===== config.mk =====
export PLATFORM = sky130hd
export DESIGN_NAME = clock_gate_flat
export DESIGN_NICKNAME = d
export VERILOG_FILES = /design/src/rtl/emu_ctrl_pkg.sv /design/src/rtl/clock_gate_if.sv /design/src/rtl/cg_cell.sv /design/src/rtl/clock_gate.sv /design/src/flat_wrapper.sv
export SDC_FILE = /design/constraint.sdc
export NUM_CORES = 1
export LEC_CHECK = 0
export CAP_MARGIN = 20
export CORE_MARGIN = 2
export CORE_UTILIZATION = 30
export DETAILED_ROUTE_END_ITERATION = 10
export SKIP_CTS_REPAIR_TIMING = 1
export SLEW_MARGIN = 20
export SYNTH_ARGS = -nofsm -noshare
export SYNTH_HDL_FRONTEND = slang
export SYNTH_SLANG_ARGS = --single-unit

===== constraint.sdc =====
create_clock -name clk -period 3.4 [get_ports clk]
set_input_delay 0.34 -clock clk [delete_from_list [all_inputs] [get_ports clk]]
set_output_delay 0.34 -clock clk [all_outputs]
set_load 0.05 [all_outputs]

===== src/rtl/emu_ctrl_pkg.sv =====
// Shared definitions for the emulation run-control block: counter width
// default and the counter type used by the host-facing registers.
package emu_ctrl_pkg;

    // Default width of the cycle counter and the step budget counter.
    localparam int CNT_W_DEFAULT = 64;

    // Counter value at the default width.
    typedef logic [CNT_W_DEFAULT-1:0] cnt_t;

endpackage


===== src/rtl/clock_gate_if.sv =====
// Host command/status bundle for the emulation clock gate.
//
// Command semantics: every host command (pause_req, resume_req,
// count_write, step_write) is a level sampled on each rising clk edge,
// so holding it high for one cycle issues it once. There is no
// back-pressure; a command is always accepted on the edge at which it
// is high. Status outputs (pause, count) are registered; step_trig is
// combinational and valid for the current cycle only.
interface clock_gate_if #(
    parameter int CNT_W = emu_ctrl_pkg::CNT_W_DEFAULT
);
    logic             pause_req;
    logic             resume_req;
    logic             count_write;
    logic [CNT_W-1:0] count_wdata;
    logic             step_write;
    logic [CNT_W-1:0] step_wdata;
    logic             pause;
    logic [CNT_W-1:0] count;
    logic             step_trig;

    // Host side: issues commands, observes status.
    modport master (
        output pause_req, resume_req, count_write, count_wdata,
               step_write, step_wdata,
        input  pause, count, step_trig
    );

    // Clock gate side: receives commands, drives status.
    modport slave (
        input  pause_req, resume_req, count_write, count_wdata,
               step_write, step_wdata,
        output pause, count, step_trig
    );
endinterface


===== src/rtl/cg_cell.sv =====
// Glitch-free clock gating cell: low-phase transparent latch on the
// enable, ANDed with the clock. An enable that is settled before a rising
// edge produces exactly that one high pulse; the latch holds it steady
// while clk is high, so enable changes mid-pulse cannot chop the clock.
module cg_cell (
    input  logic clk,
    input  logic en,
    output logic gclk
);
    logic en_l;

    // Capture the enable only while clk is low.
    always_latch begin
        if (!clk) begin
            en_l <= en;
        end
    end

    assign gclk = clk & en_l;
endmodule


===== src/rtl/clock_gate.sv =====
// Emulation run control: decides each cycle whether the emulated DUT
// advances, gates the DUT / flip-flop scan / RAM scan clocks, counts
// executed DUT cycles and enforces a host-programmed step budget that
// pauses emulation when it runs out.
import emu_ctrl_pkg::*;

module clock_gate #(
    parameter int CNT_W = CNT_W_DEFAULT
) (
    input  logic         clk,
    input  logic         rst,
    input  logic         trig,
    input  logic         stall,
    input  logic         ff_scan,
    input  logic         ram_scan,
    clock_gate_if.slave  host,
    output logic         run,
    output logic         dut_clk,
    output logic         ff_clk,
    output logic         ram_clk
);
    logic             pause_q;
    logic             pause_d;
    logic [CNT_W-1:0] count_q;
    logic [CNT_W-1:0] count_d;
    logic [CNT_W-1:0] step_q;
    logic [CNT_W-1:0] step_d;   // the "step_next" value
    logic             step_trig;
    logic             ff_en;
    logic             ram_en;

    // Run decision, clock enables, next-state for counter, step budget and pause.
    always_comb begin
        run    = !pause_q && !stall;
        ff_en  = run || ff_scan;
        ram_en = run || ram_scan;

        // Host overwrite beats the running increment; wraps at 2^CNT_W.
        count_d = count_q;
        if (host.count_write) begin
            count_d = host.count_wdata;
        end else if (run) begin
            count_d = count_q + CNT_W'(1);
        end

        // An exhausted budget stays at zero rather than wrapping.
        step_d = step_q;
        if (host.step_write) begin
            step_d = host.step_wdata;
        end else if (step_q == '0) begin
            step_d = '0;
        end else if (run) begin
            step_d = step_q - CNT_W'(1);
        end

        // Fires on the nonzero -> zero transition, including a host load of 0.
        step_trig = (step_q != '0) && (step_d == '0);

        // Any pause source beats a simultaneous resume.
        pause_d = pause_q;
        if (trig || step_trig || host.pause_req) begin
            pause_d = 1'b1;
        end else if (host.resume_req) begin
            pause_d = 1'b0;
        end
    end

    // Registered state; synchronous reset overrides every host command.
    always_ff @(posedge clk) begin
        if (rst) begin
            pause_q <= 1'b0;
            count_q <= '0;
            step_q  <= '0;
        end else begin
            pause_q <= pause_d;
            count_q <= count_d;
            step_q  <= step_d;
        end
    end

    assign host.pause     = pause_q;
    assign host.count     = count_q;
    assign host.step_trig = step_trig;

    // Gating is not forced off during reset so the DUT sees its reset edges.
    cg_cell u_cg_dut (.clk(clk), .en(run),    .gclk(dut_clk));
    cg_cell u_cg_ff  (.clk(clk), .en(ff_en),  .gclk(ff_clk));
    cg_cell u_cg_ram (.clk(clk), .en(ram_en), .gclk(ram_clk));
endmodule


===== src/flat_wrapper.sv =====
// flat-port wrapper written by rule: the top's interface ports become plain ports
module clock_gate_flat 
#(
    parameter int CNT_W = CNT_W_DEFAULT
)
  (clk, rst, trig, stall, ff_scan, ram_scan, run, dut_clk, ff_clk, ram_clk, host_pause_req, host_resume_req, host_count_write, host_count_wdata, host_step_write, host_step_wdata, host_pause, host_count, host_step_trig);
  clock_gate_if #(.CNT_W(CNT_W)) host_i ();
  input  logic clk;
  input  logic rst;
  input  logic trig;
  input  logic stall;
  input  logic ff_scan;
  input  logic ram_scan;
  output logic run;
  output logic dut_clk;
  output logic ff_clk;
  output logic ram_clk;
  input wire logic [$bits(host_i.pause_req)-1:0] host_pause_req;
  input wire logic [$bits(host_i.resume_req)-1:0] host_resume_req;
  input wire logic [$bits(host_i.count_write)-1:0] host_count_write;
  input wire logic [$bits(host_i.count_wdata)-1:0] host_count_wdata;
  input wire logic [$bits(host_i.step_write)-1:0] host_step_write;
  input wire logic [$bits(host_i.step_wdata)-1:0] host_step_wdata;
  output wire logic [$bits(host_i.pause)-1:0] host_pause;
  output wire logic [$bits(host_i.count)-1:0] host_count;
  output wire logic [$bits(host_i.step_trig)-1:0] host_step_trig;
  assign host_i.pause_req = host_pause_req;
  assign host_i.resume_req = host_resume_req;
  assign host_i.count_write = host_count_write;
  assign host_i.count_wdata = host_count_wdata;
  assign host_i.step_write = host_step_write;
  assign host_i.step_wdata = host_step_wdata;
  assign host_pause = host_i.pause;
  assign host_count = host_i.count;
  assign host_step_trig = host_i.step_trig;
  clock_gate #(.CNT_W(CNT_W)) u_core (.clk(clk), .rst(rst), .trig(trig), .stall(stall), .ff_scan(ff_scan), .ram_scan(ram_scan), .host(host_i), .run(run), .dut_clk(dut_clk), .ff_clk(ff_clk), .ram_clk(ram_clk));
endmodule

==> run summary, run 1 <==
status = complete, but fails checks
failing checks = setup timing
setup TNS = -0.666 ns
Ports = 208
# Max-Cap Violations = 0
Core Util, Final = 47.7%
number of global-route vias before repair = 9,519
Post-Syn Area = 8230 sq um
DRC = 0
Setup CP Type = flop to output pin
post-synthesis net count = 1,227
Slew HR = 50.6%
Synth cell types = 65
die footprint = 28,800 sq um
RSZ-0062 raised after global routing = true
die height = 170 um
Critical Path RT = 3.06 ns
DR vias/cell = 5.32
ANT nets after route = 0
Power Total = 5360 uW
placer congestion estimate = 0.990
Hold Path Class = input port to flop
drt total wl = 34,300 um
final non-filler cell total = 1,818
Die W = 170 um
CP max stage delay = 0.58 ns
I/O Buffers = 207
Main synth FF type = dfxtp_1
Reg area = 2630 sq um
CTS tree = built
Via Count = 9,676
FF-to-FF setup slack = 0.15 ns
Top cell by count, worst path = or4_4
Avg Inst Size Synth = 7.58 sq um
PwrDens = 417 nW/um^2
crit share post-route = 120%
Final min period = 4.07 ns
DR WL/cell = 18.9 um
drt pass-1 iters = 5
Post-synth EDFFs = 0
Worst Clk Skew = 0.0144 ns
First DRT Iteration DRCs = 665
worst setup margin = -0.666 ns
Core Region = 27,000 sq um
multi-input combinational cell area = 5420 sq um
final setup violating endpoints = 1
pre-CTS WS = -0.501 ns
Placed Instances = 1,780
most frequent cells in the layout = buf_4 (206), nor2_1 (204), clkdlybuf4s50_1 (199)
Slew @ Worst Pin = 0.735 ns
CP Max Fanout = 4
global-route wire length before repair = 52,500 um
Worst-Skew Late Latency = 0.54 ns
Starting Density = 30.6%
Synthesis Warnings = 0
commonest non-fill, non-tap cell in the layout = buf_4
Async S/R FF share, synth = 0%
initial antenna violation count = 0
critical path arrival = 3.73 ns
GRT overflow = 0
Peak VDD IR = 0.339 mV
final slew viol count = 0
DP HPWL = 26,000 um
largest net degree at the start of global routing = 78
Layout Nets = 1,603
FMAX = 0.246 GHz
Syn-to-layout area delta = 56.0%
Synth Instances = 1,087
Static Leak = 0.00500 uW
#FFs+latches synth = 132
CTS clock-pin slew for the worst setup and hold paths = 0.07 ns
Std-Cell Rows = 60
share of cells above drive strength 1 = 20.0%
crit start category = flop
worst-path cell chain = or4_4, or4_4, buf_4, or3_1, o31ai_2, nand3_1, a211oi_2, nand4b_1, a211oi_4, buf_12
CP Capture Type = output pin
Fin. Hold Viols = 0
Inserted Diodes = 0
GRT Resource Usage Total = 23.5%
Filler Cells Inserted = 2,687
Crit-path slowest cell = or4_4
==> per-stage QoR <==
| stage | hold slack, ns | cell area [sq um] |
|---|---|---|
| 6_report | 0.275 | 12800 |
| 5_1_grt | 0.293 | 12800 |
| 4_1_cts | 0.291 | 12800 |
| 3_5_place_dp | 0.534 | 12100 |
| 3_3_place_gp | 0.522 | 12100 |
| 2_1_floorplan | 0.479 | 8290 |
==> flip-flops by register name, indices dropped and copies added, names as in the netlist <==
register and flops:
u_core.host.count 64, u_core.u_cg_ram.en_l 1, u_core.u_cg_dut.en_l 1, u_core.step_q 64
u_core.u_cg_ff.en_l 1, u_core.host.pause 1
==> per-layer routing <==
layer  GRT usage (%)  wire length (um)  up-vias
li1                -                 -     4726
met1            27.9             14300     4504
met2            39.5             15900      384
met3            8.07              2960       62
met4            8.62              1080        0
met5               0                 0        -
==> final timing paths <==
kind / from / endpoint / cells after the start
worst min register to register: u_core.host.count[21]$_SDFFE_PP0P_ / u_core.host.count[21]$_SDFFE_PP0P_ / 2
worst min-delay path: rst / u_core.step_q[23]$_SDFF_PP0_ / 2
worst max-delay path: u_core.step_q[50]$_SDFF_PP0_ / host_step_trig / 10
worst max register to register: u_core.step_q[50]$_SDFF_PP0_ / u_core.host.pause$_SDFFE_PP0P_ / 10
==> cell families (layout without fill, tap and decap cells) <==
family	after synthesis	after routing	share of synthesized area, %
simple gates	579	579	36.5
compound gates	165	165	13.0
flops	129	129	31.4
xor+xnor	99	99	10.5
buf+inv	77	467	3.78
mux	33	33	4.01
latches	3	3	0.547
fa+ha+maj	2	2	0.304
==> cell type report <==
class                   count  share of cell area (%)
clock buffers              25                    4.24
clock inverters            15                    1.26
inverters                  17                   0.497
multi-input cells         878                    42.2
flip-flops and latches    132                    20.5
well taps                 341                    3.32
repair buffers            410                    28.0
==> Yosys cell counts, types with 3 or more instances <==
master      n  share of area (%)
clkbuf_1   44                2.0
a32oi_1     3               0.32
buf_1      11               0.50
dfxtp_1   129                 31
and3_1      9               0.68
nand2b_1    9               0.68
a211oi_1    9               0.82
or4_1      14                1.3
or4_4       4               0.55
or3_1      25                1.9
dlxtn_1     3               0.55
and2_1      9               0.68
o31a_1      4               0.43
nor4b_1     6               0.64
nand2_1    60                2.7
and4_1      4               0.43
o21ai_0    14               0.85
nand3_1    51                3.1
nand3b_1    3               0.27
nor4_2      3               0.46
a31oi_1     4               0.30
mux2i_1    33                4.0
o41ai_1     4               0.43
or4_2       3               0.32
nor3b_1     3               0.27
nand4b_1    8               0.85
a311oi_1    3               0.32
nand4_1    45                3.4
nor3_1     51                3.1
o31ai_1    12                1.1
inv_1      16               0.73
xor2_1     48                5.1
a22oi_1    17                1.5
xnor2_1    51                5.4
a21oi_1    78                4.7
nor2_1    205                9.3
nor4_1     54                4.1
==> power by group <==
group	switching (uW)	internal, uW
combinational	704	626
clock	1010	1280
sequential	116	1630
total	1830	3530
==> critical path: cells and delay by family, from the launching register on <==
kind / cells / cell delay, ns
buf+inv: 2 / 0.34
compound gates: 3 / 0.78
simple gates: 5 / 1.73
flops: 1 / 0.34
No activity file was read; power rests on OpenSTA's default activity.
==> run 2, diff against run 1 <==
Settings changed: CELL_PAD_IN_SITES_DETAIL_PLACEMENT from default to 1, CELL_PAD_IN_SITES_GLOBAL_PLACEMENT from default to 1, PLACE_DENSITY_LB_ADDON from default to 0.1.
==> run 2 against run 1 <==
The run still ends with setup timing left. Global-route usage is 2.7 points higher. Final area is 1.6% higher. Register-to-register slack hardly changed. Clock skew is 0.0040 ns higher. Utilization is 0.78 points higher. Combinational power is 5% higher. Routed wire length is 11% higher. Clock-buffer cell count is 1 higher. Fmax is 1.6% lower. Non-clock buffer count is 21 higher. Flip-flop and latch count stayed put. Final cell count is 1.2% higher. Largest cell class unchanged.
==> run summary, run 2 (same netlist as run 1, synthesis figures left out) <==
setup TNS = -0.730 ns (-0.0643 ns)
Worst-Skew Late Latency = 0.54 ns (about the same)
FMAX = 0.242 GHz (-1.6%)
FF-to-FF path depth = 12 (+2)
die footprint = 28,800 sq um (unchanged)
Crit-path slowest cell = or4_4
die height = 170 um (unchanged)
GRT overflow = 0 (unchanged)
CTS tree = built
Worst Clk Skew = 0.0184 ns (+0.00399 ns)
number of global-route vias before repair = 10,382 (+9.1%)
largest net degree at the start of global routing = 68 (-13%)
Critical Path RT = 3.06 ns (about the same)
critical path arrival = 3.79 ns (+0.06 ns)
worst-path cell chain = or4_4, buf_4, or4_4, or3_4, nor4_4, xor2_1, o41ai_2, nand4b_1, a211oi_4, buf_12
Syn-to-layout area delta = 58.6%
Slew @ Worst Pin = 0.670 ns (-0.0643 ns)
First DRT Iteration DRCs = 538 (-19%)
DR vias/cell = 5.39 (+1.3%)
Core Region = 27,000 sq um (unchanged)
GRT Resource Usage Total = 26.3% (+2.7 points)
RSZ-0062 raised after global routing = true
Hold WS = 0.192 ns (-0.0833 ns)
crit share post-route = 121% (+1.9 points)
Setup CP Type = flop to output pin
crit start category = flop
Peak VDD IR = 0.282 mV (-17%)
Starting Density = 30.6% (unchanged)
final setup violating endpoints = 1 (unchanged)
DRC = 0 (unchanged)
CP max stage delay = 0.57 ns (about the same)
CP Max Fanout = 5 (+1)
share of cells above drive strength 1 = 20.6% (+0.67 points)
Final min period = 4.13 ns (+0.0643 ns)
CTS clock-pin slew for the worst setup and hold paths = 0.07 ns (about the same)
Slew HR = 54.9% (+4.3 points)
Hold Path Class = input port to flop
Ports = 208 (unchanged)
worst setup margin = -0.730 ns (-0.0643 ns)
failing checks = setup timing
DR WL/cell = 20.6 um (+9.4%)
status = complete, but fails checks
Fin. Hold Viols = 0 (unchanged)
hold depth = 2 (unchanged)
initial antenna violation count = 2 (+2)
Static Leak = 0.00514 uW (+2.7%)
most frequent cells in the layout = buf_4 (227), nor2_1 (204), clkdlybuf4s50_1 (199)
placer congestion estimate = 0.972 (-1.9%)
# Max-Cap Violations = 0 (unchanged)
ANT nets after route = 0 (unchanged)
CP Capture Type = output pin
global-route wire length before repair = 58,100 um (+11%)
pre-CTS WS = -0.504 ns (-0.00348 ns)
drt pass-1 iters = 5 (unchanged)
Layout Nets = 1,624 (+1.3%)
final slew viol count = 0 (unchanged)
Via Count = 9,921 (+2.5%)
Std-Cell Rows = 60 (unchanged)
I/O Buffers = 207 (unchanged)
DP HPWL = 28,900 um (+12%)
Top cell by count, worst path = or4_4
commonest non-fill, non-tap cell in the layout = buf_4
drt total wl = 37,900 um (+11%)
Die W = 170 um (unchanged)
PwrDens = 430 nW/um^2 (+3.0%)
==> run 2: cell count changes in the layout (fill, tap and decap cells not counted), sizes merged <==
cell	change
clkbuf	+2
bufinv	+2
inv	-3
diode	+2
clkinv	-1
buf	+20
==> run 2: cell type report <==
type / instances / area (sq um)
fillers: 3287 / 13900
inverters: 17 / 63.8
repair buffers: 431 / 3770
flip-flops and latches: 132 / 2630
clock buffers: 26 / 569
clock inverters: 13 / 186
well taps: 341 / 427
diodes: 2 / 5.00
multi-input cells: 878 / 5410
==> run 2: path summary, 6_finish.rpt <==
check | startpoint | endpoint | slack (ns)
hold reg to reg | u_core.host.count[50]$_SDFFE_PP0P_ | u_core.host.count[50]$_SDFFE_PP0P_ | 0.57
setup / recovery | u_core.step_q[50]$_SDFF_PP0_ | host_step_trig | -0.73
hold / removal | rst | u_core.step_q[43]$_SDFF_PP0_ | 0.19
setup reg to reg | u_core.step_q[8]$_SDFF_PP0_ | u_core.host.pause$_SDFFE_PP0P_ | 0.16
==> run 2: worst max-delay path: cells and delay by family, from the launching register on <==
kind                      cells  cell delay (ns)
AOI/OAI and AO/OA             2             0.58
xor gates and xnor gates      1             0.14
buffers and inverters         2             0.35
DFF                           1             0.34
and+or+nand+nor               5             1.82
==> run 2: layer usage <==
metal | up-vias | part of all wire (%) | track usage (%)
met5 | - | 0 | 0
met4 | 0 | 3.0 | 9.48
met3 | 65 | 6.6 | 6.81
met2 | 308 | 49 | 46.4
met1 | 4786 | 42 | 30.7
li1 | 4762 | - | -
==> run 2: power breakdown <==
| group | leakage, uW | switching [uW] | internal [uW] |
|---|---|---|---|
| Combinational | 0.00367 | 748 | 644 |
| Sequential | 0.00109 | 110 | 1630 |
| Clock | 0.000382 | 1020 | 1460 |
| Total | 0.00514 | 1880 | 3730 |
==> run 2: stage by stage <==
stage	instances	power [uW]	util, %	area, sq um
after CTS	1837	5680	48.2	13000
final	1840	5610	48.5	13100
after detailed placement	1801	3270	45.5	12300
after global placement	1801	3250	45.5	12300
after global routing	1838	5830	48.4	13100
after floorplan	1087	2500	-	8290
==> run 3, diff against run 2 <==
Settings changed: RECOVER_POWER from default to 50.
==> run 3 against run 2 <==
The run still ends with setup timing left. Global-route usage stayed put. Critical path type unchanged. Routed wire length is 0.15% higher. Clock-buffer cell count stayed put. Final area is 0.36% lower. Worst hold slack better by 0.0010 ns. Sequential power hardly changed. Final cell count stayed put. Utilization is 0.18 points lower.
==> run summary, run 3 (same netlist as run 1, synthesis figures left out) <==
PwrDens = 430 nW/um^2 (about the same)
critical path arrival = 3.79 ns (about the same)
GRT Resource Usage Total = 26.3% (unchanged)
crit share post-route = 122% (about the same)
Final min period = 4.13 ns (+0.00307 ns)
RSZ-0062 raised after global routing = true
First DRT Iteration DRCs = 559 (+3.9%)
global-route wire length before repair = 58,100 um (unchanged)
DR vias/cell = 5.41 (+0.32%)
Die W = 170 um (unchanged)
drt total wl = 38,000 um (+0.15%)
Power Total = 5590 uW (-0.39%)
worst setup margin = -0.733 ns (-0.00307 ns)
Critical Path RT = 3.06 ns (about the same)
DRC = 0 (unchanged)
Fin. Hold Viols = 0 (unchanged)
number of global-route vias before repair = 10,382 (unchanged)
# Max-Cap Violations = 0 (unchanged)
Std-Cell Rows = 60 (unchanged)
CP Max Fanout = 8 (+3)
commonest non-fill, non-tap cell in the layout = buf_4
routed wire length on met2 = 18,600 um (+0.79%)
Hold Path Class = input port to flop
Layout Nets = 1,624 (unchanged)
Peak VDD IR = 0.281 mV (-0.54%)
share of cells above drive strength 1 = 19.8% (-0.80 points)
Slew @ Worst Pin = 0.747 ns (+0.0768 ns)
Setup CP Type = flop to output pin
final setup violating endpoints = 3 (+2)
met3 routed WL = 2460 um (-1.3%)
FF-to-FF setup slack = 0 ns (-0.16 ns)
DP HPWL = 28,900 um (unchanged)
met1 WL = 15,900 um (+0.13%)
die height = 170 um (unchanged)
Syn-to-layout area delta = 58.0%
Core Region = 27,000 sq um (unchanged)
Via Count = 9,953 (+0.32%)
crit start category = flop
Slew HR = 50.2% (-4.7 points)
DR WL/cell = 20.7 um (+0.15%)
Ports = 208 (unchanged)
largest net degree at the start of global routing = 68 (unchanged)
Worst Clk Skew = 0.0179 ns (-0.000471 ns)
Starting Density = 30.6% (unchanged)
DR top layer = met4
most frequent cells in the layout = buf_4 (216), nor2_1 (204), clkdlybuf4s50_1 (134)
final slew viol count = 0 (unchanged)
placer congestion estimate = 0.972 (unchanged)
status = complete, but fails checks
pre-CTS WS = -0.504 ns (unchanged)
Filler Cells Inserted = 3,294 (+0.21%)
ANT nets after route = 0 (unchanged)
die footprint = 28,800 sq um (unchanged)
Static Leak = 0.00526 uW (+2.3%)
Worst-Skew Late Latency = 0.54 ns (about the same)
CTS clock-pin slew for the worst setup and hold paths = 0.07 ns (about the same)
drt pass-1 iters = 5 (unchanged)
I/O Buffers = 207 (unchanged)
GRT overflow = 0 (unchanged)
FMAX = 0.242 GHz (about the same)
CP Capture Type = output pin
failing checks = setup timing
CTS tree = built
initial antenna violation count = 2 (unchanged)
run 3: changes by cell type in the layout (fill, tap and decap cells not counted):
cell,change
dfxtp_2,-1
clkbuf_2,+1
clkdlybuf4s50_1,-65
dfxtp_1,+1
clkbuf_1,+10
nor4_1,+1
nor4_2,-1
dlygate4sd3_1,+65
buf_4,-11
run 3: power breakdown:
group          internal [uW]  total (uW)  switching (uW)
Combinational            625        1380             750
Sequential              1630        1740             108
Clock                   1460        2480            1020
Total                   3710        5590            1880
run 3: final timing paths:
check | start | to | cells after the start
min reg2reg | u_core.host.count[50]$_SDFFE_PP0P_ | u_core.host.count[50]$_SDFFE_PP0P_ | 2
min | rst | u_core.step_q[43]$_SDFF_PP0_ | 2
max | u_core.step_q[8]$_SDFF_PP0_ | host_step_trig | 12
max reg2reg | u_core.host.pause$_SDFFE_PP0P_ | u_core.u_cg_ff.en_l$_DLATCH_N_ | 5
run 3: metrics by stage:
| stage | cells | utilization, % | area [sq um] | TNS [ns] | hold WS, ns |
|---|---|---|---|---|---|
| 2_1_floorplan | 1087 | - | 8290 | -0.107 | 0.479 |
| 3_3_place_gp | 1801 | 45.5 | 12300 | -0.661 | 0.524 |
| 3_5_place_dp | 1801 | 45.5 | 12300 | -0.721 | 0.558 |
| 4_1_cts | 1837 | 48.2 | 13000 | -2.33 | 0.185 |
| 5_1_grt | 1838 | 48.3 | 13000 | -1.27 | 0.199 |
| 6_report | 1840 | 48.3 | 13000 | -0.744 | 0.193 |
run 3: cell type report:
type | count | area (sq um) | area share, %
flip-flops and latches | 132 | 2630 | 20.2
repair buffers | 431 | 3730 | 28.6
multi-input cells | 878 | 5410 | 41.5
clock buffers | 26 | 569 | 4.38
inverters | 17 | 63.8 | 0.490
well taps | 341 | 427 | 3.28
diodes | 2 | 5.00 | 0.0385
clock inverters | 13 | 186 | 1.43
run 3: critical path, stage by stage, from the launching register on:
cell	delay, ns
dfxtp_1	0.35
nor4_4	0.27
buf_4	0.19
nand4b_1	0.22
buf_4	0.25
or3_1	0.41
buf_4	0.18
o31ai_2	0.23
nand3_1	0.17
a211oi_1	0.30
nand4b_1	0.21
a211oi_4	0.30
buf_12	0.17
run 3: per-layer routing:
metal	vias to the layer above	global-route usage [%]
met5	-	0
met3	55	6.81
met1	4827	30.7
met4	0	9.48
li1	4756	-
met2	315	46.4
